File: src/rtl/core_ctrl_fsm_if.sv
// Control/handshake bundle between the multi-cycle core controller and its datapath/memories.
// The controller side takes the master modport; the datapath/memory side takes slave.
interface core_ctrl_fsm_if;
    logic [7:0]  class_i;
    logic        imem_valid_i;
    logic        dmem_ready_i;
    logic        branch_taken_i;
    logic        imem_req_o;
    logic        ir_we_o;
    logic        pc_we_o;
    logic [1:0]  pc_sel_o;
    logic        dmem_req_o;
    logic        dmem_we_o;
    logic        rf_we_o;
    logic [1:0]  wb_sel_o;
    logic        illegal_o;
    logic [2:0]  state_o;
    logic [31:0] instret_o;

    modport master (
        input  class_i, imem_valid_i, dmem_ready_i, branch_taken_i,
        output imem_req_o, ir_we_o, pc_we_o, pc_sel_o, dmem_req_o, dmem_we_o,
               rf_we_o, wb_sel_o, illegal_o, state_o, instret_o
    );

    modport slave (
        output class_i, imem_valid_i, dmem_ready_i, branch_taken_i,
        input  imem_req_o, ir_we_o, pc_we_o, pc_sel_o, dmem_req_o, dmem_we_o,
               rf_we_o, wb_sel_o, illegal_o, state_o, instret_o
    );
endinterface

File: src/rtl/core_ctrl_fsm.sv
// Multi-cycle core sequencer: FETCH -> DECODE -> EXECUTE -> (MEM) -> (WB) with a sticky TRAP state.
// Strobes are decoded from the current state and live handshake inputs so they act in the same cycle.
module core_ctrl_fsm (
    input  logic                   clk_i,
    input  logic                   rst_i,
    core_ctrl_fsm_if.master        bus
);
    typedef enum logic [2:0] {
        S_FETCH   = 3'd0,
        S_DECODE  = 3'd1,
        S_EXECUTE = 3'd2,
        S_MEM     = 3'd3,
        S_WB      = 3'd4,
        S_TRAP    = 3'd5
    } state_e;

    localparam int C_RTYPE  = 0;
    localparam int C_ITYPE  = 1;
    localparam int C_STORE  = 2;
    localparam int C_BRANCH = 3;
    localparam int C_LOAD   = 4;
    localparam int C_JALR   = 5;
    localparam int C_JAL    = 6;
    localparam int C_LUI    = 7;

    state_e      state_q, state_d;
    logic [7:0]  class_q;
    logic [31:0] instret_q;

    logic        imem_req, ir_we, pc_we, dmem_req, dmem_we, rf_we;
    logic [1:0]  pc_sel, wb_sel;
    logic        class_onehot;

    assign class_onehot = (bus.class_i != 8'd0) &&
                          ((bus.class_i & (bus.class_i - 8'd1)) == 8'd0);

    always_comb begin
        state_d  = state_q;
        imem_req = 1'b0;
        ir_we    = 1'b0;
        pc_we    = 1'b0;
        pc_sel   = 2'b00;
        dmem_req = 1'b0;
        dmem_we  = 1'b0;
        rf_we    = 1'b0;
        wb_sel   = 2'b00;
        case (state_q)
            S_FETCH: begin
                imem_req = 1'b1;
                if (bus.imem_valid_i) begin
                    ir_we   = 1'b1;
                    state_d = S_DECODE;
                end
            end
            S_DECODE: begin
                state_d = class_onehot ? S_EXECUTE : S_TRAP;
            end
            S_EXECUTE: begin
                if (class_q[C_BRANCH]) begin
                    pc_we   = 1'b1;
                    pc_sel  = bus.branch_taken_i ? 2'b01 : 2'b00;
                    state_d = S_FETCH;
                end else if (class_q[C_LOAD] || class_q[C_STORE]) begin
                    state_d = S_MEM;
                end else begin
                    state_d = S_WB;
                end
            end
            S_MEM: begin
                dmem_req = 1'b1;
                dmem_we  = class_q[C_STORE];
                if (bus.dmem_ready_i) begin
                    if (class_q[C_STORE]) begin
                        pc_we   = 1'b1;
                        state_d = S_FETCH;
                    end else begin
                        state_d = S_WB;
                    end
                end
            end
            S_WB: begin
                rf_we   = 1'b1;
                pc_we   = 1'b1;
                state_d = S_FETCH;
                if (class_q[C_LOAD])                          wb_sel = 2'b01;
                else if (class_q[C_JAL] || class_q[C_JALR])   wb_sel = 2'b10;
                else if (class_q[C_LUI])                      wb_sel = 2'b11;
                else if (class_q[C_RTYPE] || class_q[C_ITYPE]) wb_sel = 2'b00;
                if (class_q[C_JAL])       pc_sel = 2'b01;
                else if (class_q[C_JALR]) pc_sel = 2'b10;
            end
            S_TRAP: begin
                state_d = S_TRAP;
            end
            default: begin
                state_d = S_TRAP;
            end
        endcase
        // Reset silences every strobe immediately, even before the first reset edge lands.
        if (rst_i) begin
            imem_req = 1'b0;
            ir_we    = 1'b0;
            pc_we    = 1'b0;
            pc_sel   = 2'b00;
            dmem_req = 1'b0;
            dmem_we  = 1'b0;
            rf_we    = 1'b0;
            wb_sel   = 2'b00;
        end
    end

    always_ff @(posedge clk_i) begin
        if (rst_i) begin
            state_q   <= S_FETCH;
            class_q   <= 8'd0;
            instret_q <= 32'd0;
        end else begin
            state_q <= state_d;
            if (state_q == S_DECODE) begin
                class_q <= bus.class_i;
            end
            if (pc_we) begin
                instret_q <= instret_q + 32'd1;
            end
        end
    end

    assign bus.imem_req_o = imem_req;
    assign bus.ir_we_o    = ir_we;
    assign bus.pc_we_o    = pc_we;
    assign bus.pc_sel_o   = pc_sel;
    assign bus.dmem_req_o = dmem_req;
    assign bus.dmem_we_o  = dmem_we;
    assign bus.rf_we_o    = rf_we;
    assign bus.wb_sel_o   = wb_sel;
    assign bus.illegal_o  = (state_q == S_TRAP) && !rst_i;
    assign bus.state_o    = rst_i ? 3'd0 : state_q;
    assign bus.instret_o  = rst_i ? 32'd0 : instret_q;
endmodule

File: src/flat_wrapper.sv
// flat-port wrapper written by rule: the top's interface ports become plain ports
module core_ctrl_fsm_flat 
  (clk_i, rst_i, bus_class_i, bus_imem_valid_i, bus_dmem_ready_i, bus_branch_taken_i, bus_imem_req_o, bus_ir_we_o, bus_pc_we_o, bus_pc_sel_o, bus_dmem_req_o, bus_dmem_we_o, bus_rf_we_o, bus_wb_sel_o, bus_illegal_o, bus_state_o, bus_instret_o);
  core_ctrl_fsm_if bus_i ();
  input  logic clk_i;
  input  logic rst_i;
  input wire logic [$bits(bus_i.class_i)-1:0] bus_class_i;
  input wire logic [$bits(bus_i.imem_valid_i)-1:0] bus_imem_valid_i;
  input wire logic [$bits(bus_i.dmem_ready_i)-1:0] bus_dmem_ready_i;
  input wire logic [$bits(bus_i.branch_taken_i)-1:0] bus_branch_taken_i;
  output wire logic [$bits(bus_i.imem_req_o)-1:0] bus_imem_req_o;
  output wire logic [$bits(bus_i.ir_we_o)-1:0] bus_ir_we_o;
  output wire logic [$bits(bus_i.pc_we_o)-1:0] bus_pc_we_o;
  output wire logic [$bits(bus_i.pc_sel_o)-1:0] bus_pc_sel_o;
  output wire logic [$bits(bus_i.dmem_req_o)-1:0] bus_dmem_req_o;
  output wire logic [$bits(bus_i.dmem_we_o)-1:0] bus_dmem_we_o;
  output wire logic [$bits(bus_i.rf_we_o)-1:0] bus_rf_we_o;
  output wire logic [$bits(bus_i.wb_sel_o)-1:0] bus_wb_sel_o;
  output wire logic [$bits(bus_i.illegal_o)-1:0] bus_illegal_o;
  output wire logic [$bits(bus_i.state_o)-1:0] bus_state_o;
  output wire logic [$bits(bus_i.instret_o)-1:0] bus_instret_o;
  assign bus_i.class_i = bus_class_i;
  assign bus_i.imem_valid_i = bus_imem_valid_i;
  assign bus_i.dmem_ready_i = bus_dmem_ready_i;
  assign bus_i.branch_taken_i = bus_branch_taken_i;
  assign bus_imem_req_o = bus_i.imem_req_o;
  assign bus_ir_we_o = bus_i.ir_we_o;
  assign bus_pc_we_o = bus_i.pc_we_o;
  assign bus_pc_sel_o = bus_i.pc_sel_o;
  assign bus_dmem_req_o = bus_i.dmem_req_o;
  assign bus_dmem_we_o = bus_i.dmem_we_o;
  assign bus_rf_we_o = bus_i.rf_we_o;
  assign bus_wb_sel_o = bus_i.wb_sel_o;
  assign bus_illegal_o = bus_i.illegal_o;
  assign bus_state_o = bus_i.state_o;
  assign bus_instret_o = bus_i.instret_o;
  core_ctrl_fsm u_core (.clk_i(clk_i), .rst_i(rst_i), .bus(bus_i));
endmodule
File: config.mk
export PLATFORM = sky130hd
export DESIGN_NAME = core_ctrl_fsm_flat
export DESIGN_NICKNAME = d
export VERILOG_FILES = /design/src/rtl/core_ctrl_fsm_if.sv /design/src/rtl/core_ctrl_fsm.sv /design/src/flat_wrapper.sv
export SDC_FILE = /design/constraint.sdc
export NUM_CORES = 1
export LEC_CHECK = 0
export CORE_UTILIZATION = 25
export CTS_BUF_LIST = sky130_fd_sc_hd__clkbuf_4 sky130_fd_sc_hd__clkbuf_8
export CTS_CLUSTER_DIAMETER = 100
export CTS_CLUSTER_SIZE = 30
export DETAILED_ROUTE_END_ITERATION = 6
export HOLD_SLACK_MARGIN = 0.08
export PLACE_DENSITY = 0.57
export SLEW_MARGIN = 30
export SYNTH_ARGS = -nofsm -noshare
export SYNTH_HDL_FRONTEND = slang
export SYNTH_SLANG_ARGS = --single-unit
File: constraint.sdc
create_clock -name clk_i -period 4.3 [get_ports clk_i]
set_clock_uncertainty 0.05 [all_clocks]
set_input_delay 0.86 -clock clk_i [delete_from_list [all_inputs] [get_ports clk_i]]
set_output_delay 0.86 -clock clk_i [all_outputs]
set_load 0.02 [all_outputs]
== Word level (Yosys, flattened, before mapping) ==
Index checks and enable logic that the tools add are counted.
Operators by class
  add/subtract/negate cells: 2
  eq/ne operators: 7
  multiplexer cells: 36
  bitwise logic cells: 1
  reduce and logical (&&, ||, !) cells: 9
Operators with widths (count)
  adder 32 x 1 -> 32 bit (second input constant): 1
  2-to-1 mux 32 bit: 1
  2-to-1 mux 3 bit: 7
  2-to-1 mux 2 bit: 9
  2-to-1 mux 1 bit: 16
  case mux 3 bit (5 select lines): 1
  AND 8 bit: 1
  zero test 8 bit: 1
  nonzero test 8 bit: 1
  subtractor 8 x 1 -> 8 bit (second input constant): 1
  == test 3 x 2 -> 1 bit (second input constant): 2
  == test 3 bit (second input constant): 2
  inequality test 2 bit (second input constant): 2
  case mux 2 bit (2 select lines): 1
  == test 3 x 1 -> 1 bit (second input constant): 1
  zero test 3 bit: 1
  case mux 1 bit (3 select lines): 1
  logical AND 1 bit: 2
  logical OR 1 bit: 2
  AND reduction 2 bit: 1
  zero test 1 bit: 1
Storage, ports and cells
  register bits after elaboration: 43
  input port bits: 13
  output and inout bits: 46
  logic and storage cells: 58

== Depth between registers and ports, before layout ==
Gate-level depths: netlist of the first run.
  depth after elaboration: 6
  gate-level depth with buffers: 7
  mapped depth without buffers: 6

== Worst setup path before layout of the first run ==
No wires, ideal clock.
  path kind: input-to-output
  from: input port rst_i
  to: output port bus_ir_we_o
  arrival time: 2065 ps
  data required time: 3390 ps
  path slack: 1325 ps
  stages: 3
  buffers on the path: 1
  cell sequence: clkbuf_1 > nor4_1 > and2_1
Between the ends
  cells in the longest elaborated chain, start to end: 1
Ends and longest elaborated chain
  start, declared: line flat_wrapper.sv:6  | input logic rst_i;
  2-to-1 mux 1 bit: line core_ctrl_fsm.sv:100  | if (rst_i) begin
  end, declared: line flat_wrapper.sv:12  | output wire logic [$bits(bus_i.ir_we_o)-1:0] bus_ir_we_o;
Every way passes these cells.

== Worst setup path after layout of the first run ==
  from: input port bus_dmem_ready_i
  to: output port bus_pc_we_o
Between the ends
  cells in the longest elaborated chain, start to end: 3
Ends and longest elaborated chain
  start, declared: line flat_wrapper.sv:9  | input wire logic [$bits(bus_i.dmem_ready_i)-1:0] bus_dmem_ready_i;
  2-to-1 mux 1 bit: line core_ctrl_fsm.sv:72  | if (bus.dmem_ready_i) begin
  case mux 1 bit (3 select lines): line core_ctrl_fsm.sv:47  | case (state_q)
  2-to-1 mux 1 bit: line core_ctrl_fsm.sv:100
  end, declared: line flat_wrapper.sv:13  | output wire logic [$bits(bus_i.pc_we_o)-1:0] bus_pc_we_o;
Every way passes these cells.

==> impl_metrics.json, run 1 <==
{
  "status": "completed",
  "hold_ws_ns": 0.4397,
  "placedInstanceArea_sq_mm": 0.003015,
  "rsz0062_at_grt": "false",
  "hold_path_class": "flop to flop",
  "async_flop_share": 0,
  "stdcell_count": 454,
  "finalSetupTns_ns": 0,
  "final_antenna_net_count": 0,
  "grt.met3_usage": 0.02340,
  "routed_wl_um": 5850,
  "cts_tree": "done",
  "path_max_fanout": 2,
  "grt_use_met2": 0.1877,
  "start_util": 0.2633,
  "io_pins": 59,
  "numPortBuffers": 58,
  "grt_pass1_vias": 2003,
  "synth_area_leaders": "dfxtp_1, nor2b_1, nor2_1",
  "setup_viol_count_final": 0,
  "cts-hold-fix-buffers": 0,
  "fin_crit_sh": 0.7820,
  "max_slew_margin": 0.5587,
  "holdPathEnd": "u_core.instret_q[30]",
  "pwr_density_cell_mw_per_mm2": 238.6,
  "viasPerCell": 4.919,
  "fp.dieArea_sq_mm": 0.009755,
  "dp.cells": 447,
  "power_leakage_nw": 1.091,
  "end_kind": "primary output",
  "synth_area_leader_cell": "dfxtp_1",
  "cts_root_buffer": "clkbuf_8",
  "critical_path.top_delay_family": "buffers and inverters",
  "antenna_found_initial": 0,
  "fin_nets": 360,
  "synth_warnings": 0,
  "use_met1": 0.1712,
  "post_cts_buffers": 0,
  "path_class": "input port to primary output",
  "syn2layout_area_growth_pct": 32.66,
  "holdCritStartpoint": "u_core.instret_q[30]",
  "worstPathArrival_ns": 2.45,
  "crit_required_ns": 3.39,
  "clk_path_buf_depth": 2,
  "synth_commonest_cells": "nor2_1, dfxtp_1, nor2b_1",
  "num_vias": 2233,
  "drc": 0,
  "fmax_mhz": 297.4,
  "r2r_cells": 6,
  "holdPathStages": 2,
  "core_sq_mm": 0.008891,
  "cts_sinks": 41,
  "ir_drop_mv": 0.09440,
  "drtPass1Iterations": 4,
  "antenna_cells": 0,
  "finalHoldViolations": 0,
  "path_buf_inv": 3,
  "syn_inst": 291,
  "synth_fp_nets": 305,
  "gp_congestion": 0.7407,
  "synth_edf_count": 0,
  "ys_ff_latch": 41,
  "busiest_layer": "met2",
  "crit_chain": "clkdlybuf4s50_1 -> inv_1 -> o211ai_2 -> nor2b_1 -> clkdlybuf4s50_1",
  "r2r-start": "u_core.state_q[2]",
  "drv_cap": 0,
  "reg2reg_slack_ns": 1.99,
  "synth_ff_type": "dfxtp_1",
  "drv_slew": 0,
  "grt_use_total": 0.1231,
  "worst_pin_slew_ns": 0.6594,
  "synth.distinct_cells": 41,
  "crit_path_max_incr_delay_ns": 0.67,
  "grt_overflow": 0,
  "synth_top_area_frac": 0.3506,
  "cts_resized": 0,
  "syn_area_sq_mm": 0.002341,
  "crit_path_start_kind": "input port",
  "finalCriticalPeriod_ns": 3.362,
  "crit_slowest_cell": "clkdlybuf4s50_1",
  "htree_num_levels": 2,
  "clock_latency_ns": 0.29,
  "grt_pass1_wl_um": 9701,
  "initialDrtViolationCount": 84,
  "r2r_end": "u_core.instret_q[31]",
  "wl_per_cell_um": 12.89,
  "dp_hpwl_um": 4357,
  "die_h_um": 98.77,
  "drive_gt1_frac": 0.06936,
  "fin_area_sq_mm": 0.003105,
  "cts_buffers": 5,
  "syn_avg_cell_area_sq_um": 8.045,
  "die_x_um": 98.77,
  "std_cell_rows": 34,
  "grt_max_degree": 33,
  "synth.most_common_cell": "nor2_1",
  "clk_pin_slew_worst_paths_ns": 0.07,
  "crit_path_frequent_cell": "clkdlybuf4s50_1",
  "ys_seq_area_frac": 0.3506
}
==> worst max-delay path by stage <==
| stage | from | end | cells after the start |
|---|---|---|---|
| floorplan | rst_i | bus_ir_we_o | 3 |
| global route | bus_dmem_ready_i | bus_pc_we_o | 5 |
| detailed placement | bus_dmem_ready_i | bus_pc_we_o | 5 |
| CTS | bus_dmem_ready_i | bus_pc_we_o | 5 |
| global placement | bus_dmem_ready_i | bus_pc_we_o | 5 |
| finish | bus_dmem_ready_i | bus_pc_we_o | 5 |
==> layout by cell type, fill, tap and decap left out, drive strengths merged, types with 4 or more instances in the layout <==
master         instances
and2                   7
mux2                   7
a21oi                 11
or3                    7
xor2                  14
mux2i                  6
nor4b                  4
nor2                  43
and3                   5
and4                   5
o21ai                 13
clkdlybuf4s50         57
clkbuf                 7
dfxtp                 41
nand4                 19
nor3                   9
nand3                 10
inv                    8
nand2                 11
buf                    4
nor2b                 31
==> flip-flops by register name, indices dropped and copies added (netlist names) <==
signal            count
u_core.instret_q     32
u_core.class_q        6
u_core.state_q        3
==> worst min-delay path, cell delays in order (launching register included) <==
cell,delay [ns]
dfxtp_1,0.32
o21ai_0,0.07
a21oi_1,0.06
==> routing by layer <==
metal	vias to the layer above	wire, um
li1	1139	-
met1	1033	2924
met2	52	2641
met3	9	210
met4	0	74
met5	-	0
==> where the power goes <==
part	switching, W	leakage (nW)	internal (W)	total [W]
Combinational	0.0000455	0.711	0.0000391	0.0000845
Clock	0.000124	0.0477	0.000134	0.000258
Sequential	0.0000125	0.331	0.000386	0.000399
==> through the flow <==
step                      setup WS, ns    util  total power (W)
after floorplan                  1.325       -        0.0004581
after global placement          0.9556  0.3392        0.0004915
after detailed placement        0.9394  0.3392        0.0004920
after CTS                       0.9250  0.3493        0.0007539
after global routing            0.8429  0.3493        0.0007794
final                           0.9376  0.3493        0.0007411
==> layout make-up <==
class                           instances  area, sq um
Fill cell                             921         5786
Multi-Input combinational cell        229         1431
Sequential cell                        41        820.8
Timing Repair Buffer                   61        598.1
Tap cell                              108        135.1
Clock buffer                            7        90.09
Inverter                                8        30.03
==> kinds of logic after synthesis <==
logic type	after synthesis	share of synthesized area
AO/OA/AOI/OAI	34	0.08605
XOR/XNOR	17	0.06361
buffers and inverters	21	0.03795
AND/OR/NAND/NOR	164	0.3971
flip-flops	41	0.3506
adder cells (fa/ha/maj)	1	0.005344
multiplexers	13	0.05933
Power figures use the tool's default switching activity.
==> run 2, diff against run 1 <==
Settings changed: PLACE_DENSITY 0.57 to 0.59.
Clock period 4.3 ns to 3 ns, I/O delays scaled along.
==> impl_metrics.json, run 2 (synthesis gave the netlist of run 1 again) <==
{
  "num_vias": 2187,
  "finalCriticalPeriod_ns": 2.860,
  "ir_drop_mv": 0.1497,
  "setup_viol_count_final": 0,
  "clock_latency_ns": 0.29,
  "final_cell_mix": "clkdlybuf4s50_1, nor2_1, dfxtp_1",
  "worstPathArrival_ns": 2.21,
  "finalSetupTns_ns": 0,
  "fp.dieArea_sq_mm": 0.009755,
  "die_x_um": 98.77,
  "largest_reg_flops": 32,
  "cts-hold-fix-buffers": 0,
  "cts_root_buffer": "clkbuf_8",
  "fmax_mhz": 349.7,
  "clk_path_buf_depth": 2,
  "final_antenna_net_count": 0,
  "reg_top3": "u_core.instret_q x32, u_core.class_q x6, u_core.state_q x3",
  "hold_path_class": "flop to flop",
  "cts_tree": "done",
  "htree_num_levels": 2,
  "wl_per_cell_um": 12.56,
  "fin_area_sq_mm": 0.003094,
  "fin_crit_sh": 0.9533,
  "grt_pass1_wl_um": 9729,
  "fin_nets": 359,
  "crit_path_start_kind": "input port",
  "numPortBuffers": 58,
  "drive_gt1_frac": 0.06395,
  "pwr_density_cell_mw_per_mm2": 331.6,
  "dp_slack_ns": 0.1549,
  "std_cell_rows": 34,
  "path_max_fanout": 2,
  "drv_slew": 0,
  "crit_chain": "clkdlybuf4s50_1 -> inv_1 -> o211ai_2 -> nor2b_1 -> clkdlybuf4s50_1",
  "final_common_cell": "clkdlybuf4s50_1",
  "antenna_cells": 0,
  "gp_congestion": 0.7822,
  "drv_cap": 0,
  "post_cts_buffers": 0,
  "crit_slowest_cell": "clkdlybuf4s50_1",
  "power_leakage_nw": 1.083,
  "dp_hpwl_um": 4147,
  "clk_pin_slew_worst_paths_ns": 0.07,
  "viasPerCell": 4.838,
  "crit_path_frequent_cell": "clkdlybuf4s50_1",
  "finalHoldViolations": 0,
  "routed_wl_um": 5676,
  "grt_pass1_vias": 1958,
  "holdCritStartpoint": "u_core.instret_q[30]",
  "status": "completed",
  "path_buf_inv": 3,
  "max_slew_margin": 0.5271,
  "critical_path.top_delay_family": "buffers and inverters",
  "worst_pin_slew_ns": 0.7067,
  "drc": 0,
  "rsz0062_at_grt": "false",
  "crit_required_ns": 2.35,
  "syn2layout_area_growth_pct": 32.18,
  "antenna_found_initial": 0,
  "placedInstanceArea_sq_mm": 0.003020,
  "cts_resized": 0,
  "grt_use_total": 0.1238,
  "setup_ws_ns": 0.1402,
  "grt_overflow": 0,
  "path_class": "input port to primary output",
  "crit_path_max_incr_delay_ns": 0.64,
  "grt_max_degree": 71,
  "cts_buffers": 5,
  "core_sq_mm": 0.008891,
  "io_pins": 59,
  "crit_start": "bus_dmem_ready_i",
  "start_util": 0.2633,
  "drtPass1Iterations": 6,
  "initialDrtViolationCount": 136,
  "die_h_um": 98.77,
  "cts_sinks": 41,
  "end_kind": "primary output",
  "r2r-start": "u_core.state_q[2]",
  "top_register": "u_core.instret_q"
}
run 2: changes by cell type in the layout (fill, tap and decap cells not counted):
cell and change:
buf_4 -2, clkinv_2 +1, buf_12 +1, clkbuf_4 -1
clkbuf_8 -1
run 2: layer usage:
layer,up-vias,track usage,part of all wire
li1,1135,-,-
met4,0,0.04133,0.014
met1,999,0.1769,0.51
met2,47,0.1834,0.44
met3,6,0.02695,0.036
met5,-,0,0
run 2: stage by stage:
step | utilization | hold slack, ns | total power, W | std cells
CTS | 0.3480 | 0.4390 | 0.001038 | 452
finish | 0.3480 | 0.4427 | 0.001026 | 452
floorplan | - | 0.4081 | 0.0006566 | 291
global placement | 0.3397 | 0.4195 | 0.0007043 | 446
detailed placement | 0.3397 | 0.4281 | 0.0007057 | 446
global route | 0.3480 | 0.4942 | 0.001082 | 452
run 2: report_power, final:
part	switching (W)	internal (W)
Sequential	0.0000172	0.000554
Clock	0.000180	0.000153
Combinational	0.0000652	0.0000569
run 2: worst min-delay path: stages (launching register included):
cell	delay, ns
dfxtp_1	0.32
o21ai_0	0.07
a21oi_1	0.06
run 2: path summary, 6_finish.rpt:
| check | slack [ns] | end | cells after the start |
|---|---|---|---|
| hold / removal | 0.44 | u_core.instret_q[30] | 2 |
| hold reg to reg | 0.44 | u_core.instret_q[30] | 2 |
| setup reg to reg | 0.74 | u_core.instret_q[31] | 6 |
| setup / recovery | 0.14 | bus_pc_we_o | 5 |
run 2: layout make-up:
cell class,count,area [sq um]
fillers,922,5797
clock inverters,1,5.005
inverters,8,30.03
well taps,108,135.1
repair buffers,60,603.1
flip-flops and latches,41,820.8
clock buffers,5,68.82
multi-input cells,229,1431
==> run 3, diff against run 2 <==
Settings changed: RECOVER_POWER set to 100.
==> impl_metrics.json, run 3 (synthesis gave the netlist of run 1 again) <==
{
  "ir_drop_mv": 0.1497,
  "finalSetupTns_ns": 0,
  "path_class": "flop to primary output",
  "holdCritStartpoint": "u_core.instret_q[30]",
  "fin_crit_sh": 0.9532,
  "rsz0062_at_grt": "false",
  "die_h_um": 98.77,
  "cts_sinks": 41,
  "power_leakage_nw": 1.204,
  "grt_use_total": 0.1238,
  "multi_input_area_sq_mm": 0.001413,
  "largest_reg_flops": 32,
  "top_register": "u_core.instret_q",
  "start_util": 0.2633,
  "grt_pass1_vias": 1958,
  "drc": 0,
  "utilization": 0.3459,
  "antenna_found_initial": 0,
  "finalHoldViolations": 0,
  "final_cell_mix": "dlygate4sd3_1, nor2_1, dfxtp_1",
  "drive_gt1_frac": 0.05233,
  "drv_cap": 0,
  "cts_root_buffer": "clkbuf_8",
  "worst_pin_slew_ns": 0.7076,
  "clock_latency_ns": 0.29,
  "final_common_cell": "dlygate4sd3_1",
  "wl_per_cell_um": 12.55,
  "antenna_cells": 0,
  "status": "completed",
  "setup_viol_count_final": 0,
  "cts_buffers": 5,
  "r2r-start": "u_core.state_q[2]",
  "stdcell_count": 452,
  "htree_num_levels": 2,
  "viasPerCell": 4.821,
  "clk_pin_slew_worst_paths_ns": 0.07,
  "syn2layout_area_growth_pct": 31.37,
  "grt_max_degree": 71,
  "drv_slew": 0,
  "pwr_density_cell_mw_per_mm2": 332.4,
  "hold_path_class": "flop to flop",
  "clk_path_buf_depth": 2,
  "crit_required_ns": 2.35,
  "finalCriticalPeriod_ns": 2.860,
  "final_antenna_net_count": 0,
  "crit_path_start_kind": "flop",
  "crit_path_max_incr_delay_ns": 0.64,
  "dp.cells": 446,
  "end_kind": "primary output",
  "crit_start": "u_core.state_q[2]",
  "crit_chain": "or3b_1 -> o211ai_2 -> nor2b_1 -> clkdlybuf4s50_1",
  "fin_nets": 359,
  "post_cts_buffers": 0,
  "reg_top3": "u_core.instret_q x32, u_core.class_q x6, u_core.state_q x3",
  "cts_resized": 0,
  "dp_hpwl_um": 4147,
  "cts-hold-fix-buffers": 0,
  "fp.dieArea_sq_mm": 0.009755,
  "std_cell_rows": 34,
  "cts_tree": "done",
  "routed_wl_um": 5672,
  "grt_pass1_wl_um": 9729,
  "drtPass1Iterations": 4,
  "numPortBuffers": 58,
  "gp_congestion": 0.7822,
  "nFillCells": 925,
  "worstPathArrival_ns": 2.21,
  "core_sq_mm": 0.008891,
  "grt_overflow": 0,
  "die_x_um": 98.77,
  "regArea_sq_um": 820.8,
  "initialDrtViolationCount": 137,
  "path_max_fanout": 14,
  "max_slew_margin": 0.5265,
  "io_pins": 59,
  "fmax_mhz": 349.7,
  "num_vias": 2179,
  "crit_slowest_cell": "clkdlybuf4s50_1"
}
-- run 3: through the flow --
step	setup WS, ns	area [sq um]	power [W]	hold slack (ns)
6_report	0.1403	3075	0.001022	0.4423
5_1_grt	0.02895	3075	0.001079	0.4942
4_1_cts	0.1293	3094	0.001038	0.4390
3_5_place_dp	0.1549	3020	0.0007057	0.4281
3_3_place_gp	0.1423	3020	0.0007043	0.4195
2_1_floorplan	0.5454	2341	0.0006566	0.4081
-- run 3: final cells by class --
cell class | instances | area share
tap | 108 | 0.04394
multi-input combinational | 229 | 0.4593
sequential | 41 | 0.2669
clock buffer | 5 | 0.02238
timing repair buffer | 60 | 0.1961
inverter | 8 | 0.009764
clock inverter | 1 | 0.001627
-- run 3: path summary, 6_finish.rpt --
kind | endpoint | slack, ns | cells after the start
max | bus_pc_we_o | 0.14 | 4
min reg2reg | u_core.instret_q[30] | 0.44 | 2
max reg2reg | u_core.instret_q[31] | 0.64 | 6
min | u_core.instret_q[30] | 0.44 | 2
-- run 3: per-layer routing --
layer  track usage  vias up  share of wire
li1              -     1131              -
met1        0.1769      997           0.51
met2        0.1834       45           0.44
met3       0.02695        6          0.035
met4       0.04133        0          0.014
met5             0        -              0
-- run 3: power by group --
group          switching (W)  internal [W]  leakage [nW]
registers          0.0000173      0.000554         0.331
clock network       0.000179      0.000153        0.0399
logic              0.0000646     0.0000544         0.833
total               0.000261      0.000761          1.20
-- run 3: critical path, delay by kind of cell (launching register included) --
family	cells	cell delay [ns]
AO/OA/AOI/OAI	1	0.09
AND/OR/NAND/NOR	2	0.64
flip-flops	1	0.55
buffers and inverters	1	0.64
